`src/rtl/hazard3_uop_issue_ctrl.sv`:
```
// hazard3_uop_issue_ctrl
//
// Issue controller sitting between the fetch/instruction buffer and the
// instruction decompressor. It holds one instruction, presents it to the
// decompressor for as many cycles as its uop sequence needs, sequences the
// decompressor's uop step counter through stall/clear, decides when an
// interrupt may cut into a Zcmp uop sequence and drops state on flush.
//
// Ports:
//   clk, rst_n            clock, synchronous active-low reset
//   fd_valid/fd_instr     instruction offered by fetch
//   fd_ready              offered instruction accepted this cycle
//   dc_instr_in           held instruction, to the decompressor
//   dc_is_uop             decompressor output is a uop
//   dc_is_final_uop       current uop is the last of its sequence
//   dc_uop_atomic         current uop must not be interrupted
//   dc_uop_stall          hold the decompressor uop counter
//   dc_uop_clear          reset the decompressor uop counter to 0
//   x_stall               downstream cannot accept an issue
//   x_flush               pipeline redirect, discard held instruction
//   irq_req               interrupt pending (level)
//   irq_take              interrupt taken this cycle (pulse)
//   d_valid               uop/instruction issued downstream this cycle
//   d_retire              held instruction completes this cycle
//   uop_cnt               uops issued for the held instruction (registered)
//   err_overlong          sticky: a sequence reached MAX_UOPS uops
module hazard3_uop_issue_ctrl #(
  parameter int unsigned MAX_UOPS = 16
) (
  input  logic        clk,
  input  logic        rst_n,
  input  logic        fd_valid,
  input  logic [31:0] fd_instr,
  output logic        fd_ready,
  output logic [31:0] dc_instr_in,
  input  logic        dc_is_uop,
  input  logic        dc_is_final_uop,
  input  logic        dc_uop_atomic,
  output logic        dc_uop_stall,
  output logic        dc_uop_clear,
  input  logic        x_stall,
  input  logic        x_flush,
  input  logic        irq_req,
  output logic        irq_take,
  output logic        d_valid,
  output logic        d_retire,
  output logic [4:0]  uop_cnt,
  output logic        err_overlong
);

  localparam logic [4:0] MAX_CNT = 5'(MAX_UOPS);

  typedef enum logic [1:0] {
    ST_EMPTY = 2'd0,
    ST_HELD  = 2'd1,
    ST_SEQ   = 2'd2
  } state_t;

  state_t      state_r,    state_nxt_s;
  logic [31:0] ir_r,       ir_nxt_s;
  logic        ir_valid_r, ir_valid_nxt_s;
  logic [4:0]  uop_cnt_r,  uop_cnt_nxt_s;
  logic        err_r,      err_nxt_s;

  logic vld_s;
  logic seq_atomic_s;
  logic can_irq_s;
  logic issue_s;
  logic retire_s;
  logic take_s;
  logic clear_s;
  logic accept_s;

  // The held instruction is qualified with rst_n so that nothing issues,
  // retires or takes an interrupt while reset is asserted at the edge.
  assign vld_s        = ir_valid_r & rst_n;
  // Only an atomic uop inside a running sequence blocks interrupts; the
  // first uop (still HELD) can always be interrupted.
  assign seq_atomic_s = (state_r == ST_SEQ) & dc_uop_atomic;
  assign can_irq_s    = vld_s & ~x_stall & irq_req & ~seq_atomic_s;
  assign issue_s      = vld_s & ~x_stall & ~x_flush & ~can_irq_s;
  assign retire_s     = issue_s & (~dc_is_uop | dc_is_final_uop);
  assign take_s       = can_irq_s & ~x_flush;
  assign clear_s      = x_flush | take_s | ~rst_n;
  assign accept_s     = rst_n & ~x_flush & (~ir_valid_r | retire_s);

  assign dc_instr_in  = ir_r;
  assign d_valid      = issue_s;
  assign d_retire     = retire_s;
  assign irq_take     = take_s;
  assign dc_uop_clear = clear_s;
  assign dc_uop_stall = ~issue_s & ~clear_s;
  assign fd_ready     = accept_s;
  assign uop_cnt      = uop_cnt_r;
  assign err_overlong = err_r;

  // Next-state: flush beats interrupt beats issue; loads happen on accept.
  always_comb begin
    state_nxt_s    = state_r;
    ir_nxt_s       = ir_r;
    ir_valid_nxt_s = ir_valid_r;
    uop_cnt_nxt_s  = uop_cnt_r;
    err_nxt_s      = err_r;
    if (x_flush) begin
      state_nxt_s    = ST_EMPTY;
      ir_valid_nxt_s = 1'b0;
      uop_cnt_nxt_s  = 5'd0;
    end else if (take_s) begin
      // ir is kept so the instruction restarts from uop 0 after the handler
      state_nxt_s   = ST_HELD;
      uop_cnt_nxt_s = 5'd0;
    end else if (retire_s) begin
      if (fd_valid) begin
        state_nxt_s    = ST_HELD;
        ir_nxt_s       = fd_instr;
        ir_valid_nxt_s = 1'b1;
        uop_cnt_nxt_s  = 5'd0;
      end else begin
        state_nxt_s    = ST_EMPTY;
        ir_valid_nxt_s = 1'b0;
      end
    end else if (issue_s) begin
      // A non-retiring issue is always a non-final uop
      state_nxt_s = ST_SEQ;
      if (uop_cnt_r < MAX_CNT) begin
        uop_cnt_nxt_s = uop_cnt_r + 5'd1;
      end else begin
        uop_cnt_nxt_s = uop_cnt_r;
      end
      if ((uop_cnt_r + 5'd1) == MAX_CNT) begin
        err_nxt_s = 1'b1;
      end else begin
        err_nxt_s = err_r;
      end
    end else if (fd_valid & accept_s) begin
      state_nxt_s    = ST_HELD;
      ir_nxt_s       = fd_instr;
      ir_valid_nxt_s = 1'b1;
      uop_cnt_nxt_s  = 5'd0;
    end else begin
      state_nxt_s = state_r;
    end
  end

  // State register with synchronous active-low reset.
  always_ff @(posedge clk) begin
    if (!rst_n) begin
      state_r    <= ST_EMPTY;
      ir_r       <= 32'd0;
      ir_valid_r <= 1'b0;
      uop_cnt_r  <= 5'd0;
      err_r      <= 1'b0;
    end else begin
      state_r    <= state_nxt_s;
      ir_r       <= ir_nxt_s;
      ir_valid_r <= ir_valid_nxt_s;
      uop_cnt_r  <= uop_cnt_nxt_s;
      err_r      <= err_nxt_s;
    end
  end

endmodule

```
`config.mk`:
```
export PLATFORM = sky130hd
export DESIGN_NAME = hazard3_uop_issue_ctrl
export DESIGN_NICKNAME = d
export VERILOG_FILES = /design/src/rtl/hazard3_uop_issue_ctrl.sv
export SDC_FILE = /design/constraint.sdc
export NUM_CORES = 1
export LEC_CHECK = 0
export ABC_AREA = 1
export ABC_CLOCK_PERIOD_IN_PS = 3200
export BUFFER_PORTS_ARGS = -buffer_cell sky130_fd_sc_hd__buf_2
export CELL_PAD_IN_SITES_DETAIL_PLACEMENT = 0
export CELL_PAD_IN_SITES_GLOBAL_PLACEMENT = 1
export CORE_MARGIN = 4
export CORE_UTILIZATION = 34
export CTS_CLUSTER_DIAMETER = 50
export DETAILED_ROUTE_END_ITERATION = 8
export PLACE_DENSITY = 0.91
export SLEW_MARGIN = 20
export SYNTH_ARGS = -nofsm -noshare
export SYNTH_HDL_FRONTEND = slang
export SYNTH_SLANG_ARGS = --single-unit
```
`constraint.sdc`:
```
create_clock -name clk -period 3.2 [get_ports clk]
set_input_delay 0.16 -clock clk [delete_from_list [all_inputs] [get_ports clk]]
set_output_delay 0.16 -clock clk [all_outputs]
set_load 0.005 [all_outputs]
```
==> results of run 1 <==
## tightest hold or removal path: cells and delay by family
kind / cells / cell delay [ps]
simple gates: 1 / 50
buf+inv: 1 / 100
compound gates: 1 / 50
## final cells by class
class	count	share of cell area (%)
clock buffers	7	3.736
inverters	12	1.949
multi-input cells	156	36.49
flip-flops and latches	41	35.52
well taps	70	3.790
repair buffers	85	18.52
## per-stage QoR
stage / worst slack, ps / area, µm² / std cells / power [µW] / utilization (%)
after global placement: 1286 / 2225 / 364 / 656.9 / 43.56
final: 972.5 / 2311 / 371 / 976.4 / 45.25
after detailed placement: 1225 / 2225 / 364 / 657.9 / 43.56
after global routing: 774.2 / 2311 / 371 / 1033 / 45.25
after CTS: 936.3 / 2311 / 371 / 997.1 / 45.25
after floorplan: 1776 / 1797 / 222 / 610.6 / -
## final timing paths
kind / startpoint / to / slack (ps)
worst min register to register: err_overlong / err_overlong / 450
worst min-delay path: fd_instr[13] / dc_instr_in[13] / 130
worst max-delay path: ir_valid_r / fd_ready / 970
worst max register to register: ir_valid_r / uop_cnt[3] / 1240
## flip-flops by register name, summed over array words and instances (netlist names)
signal	flops
dc_instr_in	32
err_overlong	1
ir_valid_r	1
state_r	2
uop_cnt	5
## synthesized netlist by cell type, drive strengths merged
cell type | number | share of area (%)
nand4 | 1 | 0.35
nand2 | 47 | 11
dfxtp | 41 | 46
or2 | 2 | 0.84
ha | 2 | 1.4
inv | 12 | 2.5
clkbuf | 5 | 1.3
nor3 | 1 | 0.28
nor2 | 11 | 3.6
a21oi | 43 | 13
xor2 | 2 | 0.98
xnor2 | 1 | 0.49
nand3 | 44 | 14
a211oi | 1 | 0.70
buf | 8 | 3.6
o21ai | 1 | 0.49
## metal layers
| metal | GRT usage [%] | wire [µm] | part of all wire (%) | vias to the layer above |
|---|---|---|---|---|
| li1 | - | - | - | 897 |
| met1 | 18.01 | 1981 | 46 | 778 |
| met2 | 21.61 | 1953 | 45 | 66 |
| met4 | 3.547 | 15 | 0.35 | 0 |
| met5 | 0 | 0 | 0 | - |
| met3 | 3.700 | 360 | 8.4 | 2 |
## where the power goes
group          switching [µW]  internal (µW)  total (µW)  leakage [µW]
combinational            63.2           47.1         110      0.000693
clock                     161            171         332     0.0000443
sequential               8.84            525         534      0.000333
total                     233            743         976       0.00107
## logic make-up after synthesis
logic type	synth area share, %
AOI/OAI and AO/OA	14.00
buffers and inverters	7.381
adders and majority gates	1.393
DFF	45.68
xor gates and xnor gates	1.463
and+or+nand+nor	30.08
==> metrics.txt, run 1 <==
CP Buf/Inv Count 1; port bufs 84; hold_ws 133.9 ps; RSZ-0062 raised after global routing false; Setup crit start kind flop; Syn. warnings 0; Worst-path clk slew 80 ps; worst path required time 3040 ps; worst hold path depth 3; commonest non-fill, non-tap cell in the layout buf_2; syn nets 265; family with the most delay on the worst path compound AO/OA/AOI/OAI gates; status finished, final reports clean; fin crit share between 60% and 70%; # resized after CTS 0; Crit Path Max Fanout 33; mean routed wirelength per cell 11.62 µm; Root Buffer clkbuf_8; Via Count ~1700; Final Hold Viols 0; maximum vdd drop approximately 0.18 mV; Tot GR Track Use 13.55%; FP Rows 26; DRC 0; worst reg-to-reg path cell count 9; chip height 80.70 µm; crit path cell chain nand2_2 > nor2_4 > nand3_4 > a21oi_4 > buf_2; Slew Limit Headroom 31.29%; slowest CP cell a21oi_4; worst skew pair latency 280 ps; footprint of the multi-input gates 843.3 µm²; post-route setup TNS 0 ps; Tmin final 2228 ps; initial antenna violation count 0; hold_buf cts 0; die area ~6500 µm²; max-capacitance violation count 0; wirelength, routed 4311 µm; core region area 5107 µm²; CP endpoint kind output pin; Worst Skew 8.121 ps; area grow syn2layout 28.62%; synthesis-stage register bit count 41; sequential share of the synthesized area 45.68%; Worst-Margin Slew around 1000 ps; Cell Pwr Density approximately 420 nW/µm²; Post-CTS Setup Bufs 0; die width 80.70 µm; first-pass GRT wire length between 6000 and 7000 µm; Crit. path cell count 5; DRT Pass-1 Iters 4; share of layout cells above drive strength 1 35.55%; final slew viol count 0; CTS H-tree depth 2; Arr. time, crit path a little over 2000 ps; vias per inst between 4 and 5; critical path class flop to output pin; largest net degree at the start of global routing 37; Post-DP HPWL about 3000 µm; vias in the first global route 1518; Final setup viols 0; total CTS buffers 5; Mapped Area 1797 µm²; nets 344; ANT cells 0; Post-DRT Antenna Nets 0; TritonCTS clock tree yes; Netlist cell types 28; CTS max path bufs 2; leak pwr ~0.0011 µW; syn avg cell area 8.093 µm²; largest stage delay on the critical path roughly 670 ps; Initial DRC Count 99; commonest cells after routing, fill and taps aside buf_2 (84), nand2_1 (42), nand3_1 (41), a21oi_1 (41), dfxtp_1 (41); Storage cell area 820.8 µm²; Post-Syn Instances 222; io pins 85; # fillers 522; RePlAce Congestion 0.7848; Fmax 448.9 MHz; Clock Sinks between 40 and 50; Initial Util 35.18%; Min-Delay Path Class primary input to flop; total gr overflow 0
Note: power is estimated with default switching activity, not from simulation.
==> run 2: changes to the inputs <==
ABC_AREA = 0   (was 1)
ABC_CLOCK_PERIOD_IN_PS = 2200   (was 3200)
CORE_UTILIZATION = 33   (was 34)
PLACE_DENSITY = 0.86   (was 0.91)
clock period = 2.2 ns   (was 3.2 ns; I/O delays follow)
==> metrics.txt, run 2 <==
Final WS setup 414.3 ps (was 972.5 ps); FP Rows 27 (was 26); max-capacitance violation count 0 (unchanged); Post-DRT Antenna Nets 0 (unchanged); DRC 0 (unchanged); CTS max path bufs 2 (unchanged); hold_ws 59.79 ps (was 133.9 ps); sequential share of the synthesized area 43.33% (was 45.68%); Synth area leaders dfxtp_1 (43%), nand3_1 (7.4%), inv_1 (6.9%), o21ai_2 (5.5%), o21ai_0 (4.8%) (was dfxtp_1 (46%), a21oi_1 (11%), nand3_1 (11%), nand2_1 (8.8%), buf_6 (2.5%)); die area 7017 µm² (was 6512 µm²); Crit Path Max Fanout 5 (was 33); initial antenna violation count 0 (unchanged); post-route setup TNS 0 ps (unchanged); vias per inst 4.495 (was 4.698); Post-CTS Setup Bufs 0 (unchanged); chip height 83.77 µm (was 80.70 µm); synthesis-stage register bit count 41 (unchanged); Post-DP HPWL 3077 µm (was 3013 µm); syn nets 255 (was 265); share of layout cells above drive strength 1 42.18% (was 35.55%); max reg flops 32 (unchanged); Arr. time, crit path 1680 ps (was 2070 ps); TritonCTS clock tree yes (unchanged); ys flop type dfxtp_1 (unchanged); largest net degree at the start of global routing 67 (was 37); top cells by count, synth dfxtp_1 (41), inv_1 (35), nand3_1 (28) (was nand2_1 (42), a21oi_1 (41), dfxtp_1 (41), nand3_1 (41), inv_1 (11)); Final Hold Viols 0 (unchanged); Initial DRC Count 69 (was 99); worst skew pair latency 290 ps (was 280 ps); met3 usage 6.515% (was 3.700%); Mapped Area 1894 µm² (was 1797 µm²); maximum vdd drop 0.2767 mV (was 0.1784 mV); Root Buffer clkbuf_8 (unchanged); syn avg cell area 8.935 µm² (was 8.093 µm²); Tot GR Track Use 12.56% (was 13.55%); area share of the largest cell type after synthesis 43.33% (was 45.68%); Min-Delay Path Class primary input to flop (unchanged); Clock Sinks 41 (unchanged); Via Count 1645 (was 1743); Tmin final 1786 ps; Setup crit start kind flop (unchanged); DRT Pass-1 Iters 4 (unchanged); die width 83.77 µm (was 80.70 µm); port bufs 84 (unchanged); Worst-Margin Slew 401.6 ps (was 1030 ps); pre-CTS setup slack 730.6 ps (was 1225 ps); ANT cells 0 (unchanged); commonest cells after routing, fill and taps aside buf_2 (84), dfxtp_1 (41), inv_1 (35) (was buf_2 (84), nand2_1 (42), nand3_1 (41), a21oi_1 (41), dfxtp_1 (41)); leak pwr 0.001246 µW (was 0.001070 µW); EDFF count, synth 0 (unchanged); Worst Skew 9.137 ps (was 8.121 ps); critical path class flop to output pin (unchanged); Syn. warnings 0 (unchanged); io pins 85 (unchanged); met1 usage 16.00% (was 18.01%); RePlAce Congestion 0.7904 (was 0.7848); Post-Syn Instances 212 (was 222); nets 336 (was 344); total gr overflow 0 (unchanged); Initial Util 34.19% (was 35.18%); Final setup viols 0 (unchanged); # resized after CTS 0 (unchanged); RSZ-0062 raised after global routing false (unchanged); core region area 5540 µm² (was 5107 µm²); M2 GR Usage 18.73% (was 21.61%); CP endpoint kind output pin (unchanged); CTS H-tree depth 2 (unchanged); top-count cell post-synth dfxtp_1 (was nand2_1); commonest non-fill, non-tap cell in the layout buf_2 (unchanged); mean routed wirelength per cell 11.40 µm (was 11.62 µm); first-pass GRT wire length 7203 µm (was 6975 µm); final slew viol count 0 (unchanged); status finished, final reports clean (unchanged); Cell Pwr Density 617.6 nW/µm² (was 422.5 nW/µm²); Fmax around 560 MHz; wirelength, routed 4171 µm (was 4311 µm); worst path required time 2090 ps (was 3040 ps); total CTS buffers 5 (unchanged); Slew Limit Headroom 73.10% (was 31.29%); hold_buf cts 0 (unchanged); fin crit share 81.17%; GRT Max-Usage Layer met2 (unchanged); Netlist cell types 41 (was 28); Worst-path clk slew 80 ps (about the same); FFs w/ async S/R, synth 0% (unchanged); biggest area consumer among synthesized cells dfxtp_1 (unchanged); vias in the first global route 1552 (was 1518); area grow syn2layout 29.26% (was 28.62%)
-- run 2: cell types whose count changed in the layout (fill, tap and decap cells not counted), sizes merged, moves of 2 or more --
| cell | change |
|---|---|
| nand2 | -41 |
| o31ai | +2 |
| or2 | -2 |
| o2111ai | +2 |
| nand2b | +2 |
| a211oi | +3 |
| inv | +23 |
| o21ai | +37 |
| nand3 | -9 |
| a21oi | -43 |
| and2b | +2 |
| a31oi | +2 |
-- run 2: per-stage QoR --
step	total power, µW	util (%)	instances	area (µm²)
5_1_grt	1613	44.20	366	2449
4_1_cts	1543	44.20	366	2449
2_1_floorplan	910.4	-	212	1894
3_3_place_gp	992.1	42.37	358	2347
6_report	1512	44.20	366	2449
3_5_place_dp	995.1	42.37	358	2347
-- run 2: kinds of logic after synthesis --
logic type               synth area share (%)
flip-flops                              43.33
multiplexers                           0.5284
AND/OR/NAND/NOR                         20.94
adder cells (fa/ha/maj)                 1.321
AO/OA/AOI/OAI                           21.07
XOR/XNOR                               0.9249
buffers and inverters                   11.89
-- run 2: final cells by class --
type / instances / area [µm²]
Multi-Input combinational cell: 124 / 857.1
Sequential cell: 41 / 820.8
Inverter: 35 / 131.4
Clock inverter: 1 / 5.005
Tap cell: 72 / 90.09
Fill cell: 590 / 3092
Timing Repair Buffer: 86 / 447.9
Clock buffer: 7 / 96.34
-- run 2: metal layers --
| metal | routed length [µm] | vias up | part of all wire (%) |
|---|---|---|---|
| li1 | - | 873 | - |
| met1 | 1948 | 701 | 47 |
| met3 | 419 | 5 | 10 |
| met5 | 0 | - | 0 |
| met4 | 40 | 0 | 0.96 |
| met2 | 1762 | 66 | 42 |
-- run 2: final timing paths --
kind | end | depth (start not counted) | slack, ps | startpoint
worst max-delay path | fd_ready | 6 | 410 | ir_valid_r
worst min-delay path | dc_instr_in[14] | 3 | 60 | fd_instr[14]
worst max register to register | dc_instr_in[29] | 6 | 730 | state_r[1]
worst min register to register | dc_instr_in[19] | 2 | 450 | dc_instr_in[19]
-- run 2: critical path, stage by stage, from the launching register on --
cell	delay, ps
dfxtp_1	370
or2b_1	320
a211oi_4	260
and2_4	200
nor2_2	30
nor2_1	80
buf_2	120
-- run 2: report_power, final --
part | internal (µW) | switching, µW | leakage [µW]
logic | 83.6 | 99.4 | 0.000857
clock network | 284 | 255 | 0.0000542
registers | 775 | 16.1 | 0.000334
total | 1140 | 370 | 0.00125
==> run 3: changes to the inputs <==
ABC_AREA = 1   (was 0)
ABC_CLOCK_PERIOD_IN_PS = 1510   (was 2200)
CORE_UTILIZATION = 29   (was 33)
PLACE_DENSITY = 0.83   (was 0.86)
clock period = 1.51 ns   (was 2.2 ns; I/O delays follow)
==> metrics.txt, run 3 (synthesis results as in run 1) <==
die area 7519 µm² (was 7017 µm²); Setup crit start kind flop (unchanged); hold_buf cts 0 (unchanged); Initial DRC Count 29 (was 69); maximum vdd drop 0.4933 mV (was 0.2767 mV); die width 86.71 µm (was 83.77 µm); nets 362 (was 336); fin crit share 93.84%; Fmax 705.7 MHz; vias per inst 4.635 (was 4.495); CP endpoint kind flop (was output pin); Worst-path clk slew 80 ps (about the same); initial antenna violation count 0 (unchanged); total gr overflow 0 (unchanged); core region area 5956 µm² (was 5540 µm²); total CTS buffers 5 (unchanged); Post-DRT Antenna Nets 0 (unchanged); largest stage delay on the critical path 350 ps (was 370 ps); crit path cell chain nand3_2 > nand2_4 > nand3_4 > a21oi_4 > buf_6 > clkbuf_16 > nand3_1 > a21oi_1 (was or2b_1 > a211oi_4 > and2_4 > nor2_2 > nor2_1 > buf_2); Root Buffer clkbuf_8 (unchanged); max reg flops 32 (unchanged); DRT Pass-1 Iters 4 (unchanged); port bufs 84 (unchanged); commonest cells after routing, fill and taps aside buf_2 (83), nand2_1 (41), nand3_1 (39), dfxtp_1 (39), a21oi_1 (36) (was buf_2 (84), dfxtp_1 (41), inv_1 (35)); Initial Util 30.17% (was 34.19%); critical path class flop to flop (was flop to output pin); Post-DP HPWL 3369 µm (was 3077 µm); mean routed wirelength per cell 12.75 µm (was 11.40 µm); CTS max path bufs 2 (unchanged); final non-filler cell area 2619 µm² (was 2449 µm²); area grow syn2layout 45.75% (was 29.26%); io pins 85 (unchanged); Min-Delay Path Class primary input to flop (unchanged); ANT cells 0 (unchanged); Worst Skew 2.923 ps (was 9.137 ps); DRC 0 (unchanged); leak pwr 0.001205 µW (was 0.001246 µW); DP Area 2316 µm² (was 2347 µm²); # fillers 631 (was 590); post-route setup TNS 0 ps (unchanged); Slew Limit Headroom 73.27% (was 73.10%); status finished, final reports clean (unchanged); Final Hold Viols 0 (unchanged); wirelength, routed 5038 µm (was 4171 µm); Tot GR Track Use 13.27% (was 12.56%); max-capacitance violation count 0 (unchanged); Tmin final around 1400 ps; Final setup viols 0 (unchanged); worst path required time 1730 ps (was 2090 ps); Via Count 1831 (was 1645); worst skew pair latency 290 ps (about the same); TritonCTS clock tree yes (unchanged); final slew viol count 0 (unchanged); RSZ-0062 raised after global routing false (unchanged); vias in the first global route 1749 (was 1552); slowest CP cell dfxtp_1 (unchanged); Cell Pwr Density 891.2 nW/µm² (was 617.6 nW/µm²); first-pass GRT wire length 8052 µm (was 7203 µm); Arr. time, crit path 1640 ps (was 1680 ps); FP Rows 28 (was 27); CTS H-tree depth 2 (unchanged); share of layout cells above drive strength 1 42.50% (was 42.18%); Crit Path Max Fanout 8 (was 5); commonest non-fill, non-tap cell in the layout buf_2 (unchanged); chip height 86.71 µm (was 83.77 µm); Clock Sinks 41 (unchanged); RePlAce Congestion 0.8184 (was 0.7904); Worst-Margin Slew 400.4 ps (was 401.6 ps); largest net degree at the start of global routing 29 (was 67)
[run 3: cell count changes in the layout (fill, tap and decap cells not counted), sizes merged, moves of 3 or more]
cell	change
a21oi	+43
nand3	+9
o21ai	-36
inv	-23
a211oi	-3
buf	+15
nand2	+41
[run 3: final cells by class]
type	instances	area [µm²]	area share, %
flip-flops and latches	41	823.3	31.44
repair buffers	102	631.9	24.13
clock buffers	7	86.33	3.297
multi-input cells	157	908.4	34.69
clock inverters	1	30.03	1.147
inverters	12	45.04	1.720
well taps	75	93.84	3.583
[run 3: per-layer routing]
| metal | vias up | GRT usage, % | wire length (µm) |
|---|---|---|---|
| met1 | 831 | 16.64 | 2331 |
| met3 | 2 | 4.848 | 481 |
| met2 | 65 | 21.77 | 2209 |
| li1 | 933 | - | - |
| met5 | - | 0 | 0 |
| met4 | 0 | 2.975 | 15 |
[run 3: timing repair]
item / in CTS / in global routing
cloned: 1 / 2
pin swaps: 2 / 5
resized for setup: 1 / 17
setup endpoints to repair: 1 / 38
buffers inserted: 3 / 4
[run 3: power breakdown]
part	internal (µW)	switching, µW
Clock	539	362
Combinational	145	157
Sequential	1110	18.3
[run 3: metrics by stage]
| stage | instances | total power (µW) | setup slack, ps | hold slack (ps) | util, % |
|---|---|---|---|---|---|
| global placement | 377 | 1415 | 84.52 | 337.0 | 38.89 |
| CTS | 389 | 2349 | 1.382 | 35.11 | 41.81 |
| detailed placement | 377 | 1418 | 42.50 | 347.6 | 38.89 |
| global route | 395 | 2451 | 0.3504 | 38.92 | 43.97 |
| finish | 395 | 2334 | 92.97 | 41.12 | 43.97 |
| floorplan | 222 | 1294 | 85.70 | 187.5 | - |
[run 3: worst paths after layout]
kind                     endpoint  slack (ps)  cells past startpoint    startpoint
hold reg to reg      err_overlong         460                      2  err_overlong
setup reg to reg  dc_instr_in[15]          90                      8    state_r[1]
setup / recovery  dc_instr_in[15]          90                      8    state_r[1]
hold / removal    dc_instr_in[19]          40                      3  fd_instr[19]
[run 3: worst max-delay path: cells and delay by family (launching register included)]
| family | cells | cell delay [ps] |
|---|---|---|
| DFF | 1 | 350 |
| buffers and inverters | 2 | 300 |
| and+or+nand+nor | 4 | 370 |
| AOI/OAI and AO/OA | 2 | 330 |
